$ cat config.mk
export PLATFORM = sky130hd
export DESIGN_NAME = sap1_fetch_unit
export DESIGN_NICKNAME = d
export VERILOG_FILES = /design/src/rtl/sap1_fetch_unit_pkg.sv /design/src/rtl/sap1_ring_counter.sv /design/src/rtl/sap1_fetch_unit.sv
export SDC_FILE = /design/constraint.sdc
export NUM_CORES = 1
export LEC_CHECK = 0
export CORE_MARGIN = 2
export CORE_UTILIZATION = 41
export CTS_CLUSTER_DIAMETER = 200
export DETAILED_ROUTE_END_ITERATION = 7
export PLACE_DENSITY_LB_ADDON = 0.1
export SLEW_MARGIN = 20
export SYNTH_ARGS = -nofsm -noshare
export SYNTH_HDL_FRONTEND = slang
export SYNTH_SLANG_ARGS = --single-unit
$ cat constraint.sdc
create_clock -name clk -period 2.92 [get_ports clk]
set_clock_uncertainty 0.15 [all_clocks]
set_input_delay 0.292 -clock clk [delete_from_list [all_inputs] [get_ports clk]]
set_output_delay 0.292 -clock clk [all_outputs]
set_load 0.02 [all_outputs]
$ cat src/rtl/sap1_fetch_unit_pkg.sv
// Shared constants for the SAP-1 fetch stage: opcodes, one-hot T-states,
// default widths and a one-hot integrity helper.
package sap1_fetch_unit_pkg;

  localparam int SAP1_ADDR_W = 4;
  localparam int SAP1_DATA_W = 8;

  // Opcodes (upper nibble of the instruction word)
  localparam logic [3:0] OP_LDA = 4'h0;
  localparam logic [3:0] OP_ADD = 4'h1;
  localparam logic [3:0] OP_SUB = 4'h2;
  localparam logic [3:0] OP_JMP = 4'h6;
  localparam logic [3:0] OP_OUT = 4'hE;
  localparam logic [3:0] OP_HLT = 4'hF;

  // One-hot T-states, bit0 = T1 ... bit5 = T6
  localparam logic [5:0] T1 = 6'b000001;
  localparam logic [5:0] T2 = 6'b000010;
  localparam logic [5:0] T3 = 6'b000100;
  localparam logic [5:0] T4 = 6'b001000;
  localparam logic [5:0] T5 = 6'b010000;
  localparam logic [5:0] T6 = 6'b100000;

  // True when exactly one bit of the ring is set.
  function automatic logic onehot6(input logic [5:0] v);
    logic [2:0] cnt;
    cnt = 3'd0;
    for (int i = 0; i < 6; i++) begin
      cnt = cnt + {2'b00, v[i]};
    end
    return (cnt == 3'd1);
  endfunction

endpackage

$ cat src/rtl/sap1_ring_counter.sv
// Six-phase one-hot ring counter with synchronous clear and enable.
// A ring found holding a non one-hot pattern re-enters at T1 on its
// next enabled edge instead of circulating the corrupt pattern.
module sap1_ring_counter
  import sap1_fetch_unit_pkg::*;
(
  input  logic       clk,
  input  logic       clr,
  input  logic       en,
  output logic [5:0] state
);

  // Ring register: clear to T1, rotate left when enabled, otherwise hold.
  always_ff @(posedge clk) begin
    if (clr) begin
      state <= T1;
    end else if (en) begin
      if (onehot6(state)) begin
        state <= {state[4:0], state[5]};
      end else begin
        state <= T1;
      end
    end else begin
      state <= state;
    end
  end

endmodule

$ cat src/rtl/sap1_fetch_unit.sv
// SAP-1 instruction-fetch stage: program counter, MAR, IR and T-state ring.
// Optional feature macro: SAP1_JMP_EN (opcode JMP loads PC at the end of T4).
module sap1_fetch_unit
  import sap1_fetch_unit_pkg::*;
#(
  parameter int ADDR_W = SAP1_ADDR_W,
  parameter int DATA_W = SAP1_DATA_W
) (
  input  logic              clk,
  input  logic              clr,
  input  logic              run,
  input  logic              mar_ld,
  input  logic [DATA_W-1:0] rom_data,
  output logic [ADDR_W-1:0] mar_out,
  output logic [ADDR_W-1:0] pc_out,
  output logic [DATA_W-1:0] ir_out,
  output logic [5:0]        t_state,
  output logic              halt
);

  logic [ADDR_W-1:0] pc_r;
  logic [ADDR_W-1:0] mar_r;
  logic [DATA_W-1:0] ir_r;
  logic              halt_r;

  logic [ADDR_W-1:0] pc_s;
  logic [ADDR_W-1:0] mar_s;
  logic [DATA_W-1:0] ir_s;
  logic              halt_s;

  logic [3:0]        opcode_s;
  logic [ADDR_W-1:0] operand_s;
  logic              advance_s;
  logic              hlt_in_t4_s;
  logic              ring_en_s;

  assign opcode_s    = ir_r[DATA_W-1 -: 4];
  assign operand_s   = ir_r[ADDR_W-1:0];
  assign advance_s   = run & ~halt_r;
  assign hlt_in_t4_s = (t_state == T4) && (opcode_s == OP_HLT);
  // The ring stops on T4 of a HLT so the halted machine reports T4.
  assign ring_en_s   = advance_s & ~hlt_in_t4_s;

  sap1_ring_counter u_ring (
    .clk   (clk),
    .clr   (clr),
    .en    (ring_en_s),
    .state (t_state)
  );

  // Next-state of PC/MAR/IR/halt: actions taken at the edge ending each phase.
  always_comb begin
    pc_s   = pc_r;
    mar_s  = mar_r;
    ir_s   = ir_r;
    halt_s = halt_r;
    if (advance_s) begin
      case (t_state)
        T1: mar_s = pc_r;
        T2: pc_s  = pc_r + ADDR_W'(1);
        T3: ir_s  = rom_data;
        T4: begin
          if (mar_ld) begin
            mar_s = operand_s;
          end else begin
            mar_s = mar_r;
          end
          if (opcode_s == OP_HLT) begin
            halt_s = 1'b1;
          end else begin
            halt_s = halt_r;
          end
`ifdef SAP1_JMP_EN
          if (opcode_s == OP_JMP) begin
            pc_s = operand_s;
          end else begin
            pc_s = pc_r;
          end
`else
          pc_s = pc_r;
`endif
        end
        default: begin
          pc_s   = pc_r;
          mar_s  = mar_r;
          ir_s   = ir_r;
          halt_s = halt_r;
        end
      endcase
    end else begin
      pc_s   = pc_r;
      mar_s  = mar_r;
      ir_s   = ir_r;
      halt_s = halt_r;
    end
  end

  // Architectural registers with synchronous clear that overrides everything.
  always_ff @(posedge clk) begin
    if (clr) begin
      pc_r   <= {ADDR_W{1'b0}};
      mar_r  <= {ADDR_W{1'b0}};
      ir_r   <= {DATA_W{1'b0}};
      halt_r <= 1'b0;
    end else begin
      pc_r   <= pc_s;
      mar_r  <= mar_s;
      ir_r   <= ir_s;
      halt_r <= halt_s;
    end
  end

  assign pc_out  = pc_r;
  assign mar_out = mar_r;
  assign ir_out  = ir_r;
  assign halt    = halt_r;

endmodule

==> metrics.md <==
| Metric | Value |
|---|---|
| Maximum vdd ir drop | about 0.53 mV |
| Fillers | around 240 |
| First-pass GRT wire length | 4112 um |
| Final net count | around 180 |
| Tightest Pin Transition | approximately 0.50 ns |
| Register bit total from synthesis | 23 |
| Max Fclk | around 0.35 GHz |
| Deepest clock path buffer count | 2 |
| Fraction of synthesized area in multiplexers | 0.1152 |
| Effective utilization at floorplan | 0.4206 |
| Max-slew violation total from the final report | 0 |
| Path length in cells of the critical path | 10 |
| Final hold violation count | 0 |
| Share of cells above drive strength 1 | 0.2013 |
| Overall power consumption | ~1000 uW |
| Clk slew on worst S/H paths | around 0.13 ns |
| FF/Latch Area | between 400 and 500 um2 |
| Placed Instance Area | 1556 um2 |
| Vertical die dimension | 56.50 um |
| Ratio of final minimum period to clock period | 0.9736 |
| Startpoint Class | flip-flop |
| Area occupied by multi-input gates | 658.1 um2 |
| Leftover overflow at the end of global routing | 0 |
| Post-Route Setup TNS | 0 ns |
| Largest family of logic cells by synthesized area | simple AND/OR/NAND/NOR gates |
| Total wire length | roughly 2500 um |
| Ys Warns | 0 |
| Via Count | ~950 |
| Final non-filler cell area | 1622 um2 |
| Worst-case hold path end point | mar_out[3] |
| Adder and majority gate portion of the synthesized area | 0.1085 |
| Number of antenna-violating nets in the routed design | 0 |
| Total of hold buffers inserted after clock tree synthesis | 0 |
| Kind of cell adding the most delay to the critical path | adder cells |
| Area share of the largest cell type after synthesis | 0.4075 |
| Routed via count divided by cell count | 5.130 |
| Largest cells by area after synthesis | dfxtp_1 41%, mux2i_1 12%, nor2_1 6.3%, ha_1 5.5%, fa_1 5.3% |
| Post-synth cell types | 28 |
| Number of buffers and inverters on the critical path | 3 |
| Master cell of the clock root buffer | clkbuf_4 |
| Worst relative slew slack | 0.6670 |
| Reg-to-reg setup timing slack | about 0.077 ns |
| Die Outline Area | approximately 3200 um2 |
| Class of the most critical hold timing path | flip-flop to flip-flop |
| Cell count after synthesis | 110 |
| Cell accounting for the most synthesized area | dfxtp_1 |
| Die boundary width | 56.50 um |
| Number of antenna repair diodes | 0 |
| Result of the run | finished clean |
| Number of nets produced by synthesis | 130 |
| Routed WL per cell | roughly 14 um |
| CP arrival | 2.92 ns |
| CTS H-Tree Depth | 1 |
| Min-Delay Startpoint | mar_out[3] |
| Crit Reg-Reg Startpoint | u_ring.state[1] |
| Worst hold slack after final layout | 0.3603 ns |
| Number of DRC markers after the initial detailed-route iteration | 8 |
| Clock latency on the worst-skew pair | 0.32 ns |
| Total clock buffers created by CTS | 3 |
| Worst Hold Depth | 2 |
| Data required time at the worst endpoint | ~3.0 ns |
| Core area | roughly 2700 um2 |
| Static leakage | between 0.0007 and 0.0008 uW |
| Endpoints failing setup | 0 |
| Placer congestion estimate | 0.7511 |
| Synthesized-area fraction occupied by ao, oa, aoi and oai cells | 0.1207 |
| Largest fanout on the critical path | 6 |
| Critical-path top delay cell | fa_1 |
| Core occupancy in the finished layout | 0.6036 |
| Number of max-cap violations | 0 |
| Type of the worst setup path | flip-flop to flip-flop |
| Netlist area before placement | between 1000 and 1500 um2 |
| Power density relative to cell area | 642.3 nW/um2 |
| Pin count of the biggest net entering global routing | 14 |
| Cell repeated most along the worst path | inv_2 |
| Sinks on Clock Net | 23 |
| Post-synthesis simple-gate area fraction | 0.1960 |
| Global Route Usage Sum | 0.1653 |
| Share of the yosys chip area belonging to registers | 0.4075 |
| Clock tree from TritonCTS | yes |
| Endpoint of the worst-slack reg-to-reg timing path | u_ring.state[1] |
| Antenna violations before repair | 0 |
| Setup repair after global routing missed its margin | true |
| Number of iterations in the first detailed-routing pass | 4 |
| Via count of the first global-routing pass | approximately 900 |
| Post-Synthesis Mean Instance Area | roughly 10 um2 |
| Fin crit period | approximately 2.8 ns |
| Area growth syn-to-layout | 43.52% |
| Post-Synth XOR/XNOR Area | 0.01550 |
| Worst Setup End Kind | flip-flop |
| Highest cell delay on the worst timing path | 0.45 ns |
| # port buffers | 34 |
| Cell chain of the critical path | inv_2 -> ha_4 -> inv_2 -> fa_1 -> fa_2 -> inv_2 -> fa_1 -> nor4_4 -> nand3_1 -> o31ai_2 |
| Drt drc | 0 |
| HPWL after detailed placement | around 1900 um |
| Worst Reg2Reg Path Length in Cells | 10 |
| Number of ports placed on the die boundary | 35 |
| Rows | 19 |
-- what timing repair did --
action                                  CTS  global route
pin swaps                                 1             2
buffers inserted                          0             3
cloned                                    0             0
gates resized for setup                   0             6
endpoints found under the setup margin    3             6
-- routing by layer --
metal  vias to the layer above  share of wire  track usage
li1                        472              -            -
met1                       445           0.48       0.2273
met2                        27           0.45       0.2591
met3                         5          0.054      0.02765
met4                         0          0.017      0.06122
met5                         -              0            0
-- sequential cells by signal, summed over array words and instances (netlist names) --
register	cells
halt	1
u_ring.state	6
mar_out	4
pc_out	4
ir_out	8
-- where the power goes --
part           internal [uW]  leakage, uW  switching (uW)  total (uW)
Combinational            253     0.000529             255         508
Clock                   51.3    0.0000177             102         153
Sequential               356     0.000186            24.6         380
Total                    660     0.000733             381        1040
-- worst min-delay path: stages (launching register included) --
cell      delay [ns]
dfxtp_1         0.33
nor2_1          0.09
a211oi_1        0.05
-- worst max path at each step --
stage / from / end / slack (ns)
6_report: u_ring.state[1] / u_ring.state[1] / 0.08
5_1_grt: u_ring.state[1] / u_ring.state[1] / -0.06
4_1_cts: u_ring.state[1] / u_ring.state[1] / 0.03
3_5_place_dp: u_ring.state[1] / u_ring.state[1] / 0.006
3_3_place_gp: u_ring.state[1] / u_ring.state[1] / 0.07
2_1_floorplan: u_ring.state[1] / u_ring.state[3] / -0.001
-- stage by stage --
step	setup slack, ns	cells
floorplan	-0.001484	110
global placement	0.07422	178
detailed placement	0.005680	178
CTS	0.03421	182
global route	-0.05908	185
finish	0.07710	185
-- cell type report --
class	instances	area share
multi-input cells	76	0.4059
clock buffers	3	0.01389
clock inverters	1	0.003086
well taps	31	0.02392
flip-flops and latches	23	0.2855
repair buffers	42	0.2469
inverters	9	0.02083
-- synthesized netlist by cell type (all sizes together) --
library cell and instances:
o21ai 1, nor2 19, nor3 1, a21oi 1, a31oi 2, xor2 2
clkbuf 2, o211a 1, and3 1, and2b 1, nor3b 1, fa 3
nand3 7, mux2i 13, a211oi 4, or3 1, dfxtp 23, nand4 3
ha 5, nor2b 2, nand3b 1, nor4 1, inv 9, o31ai 5
o41a 1
-- cell families after synthesis --
logic type | Yosys count
buf+inv | 11
mux | 13
compound gates | 15
fa+ha+maj | 8
xor+xnor | 2
flops | 23
simple gates | 38
-- cells in the final DEF, fill, tap and decap left out, types with 3 or more instances in the layout --
cell,n
inv_2,4
buf_4,8
mux2i_1,13
clkdlybuf4s50_1,34
dfxtp_1,21
inv_1,5
nor2_1,19
ha_1,4
nand3_1,6
clkbuf_4,3
o31ai_2,3
a211oi_1,4
No activity file was read; power rests on OpenSTA's default activity.
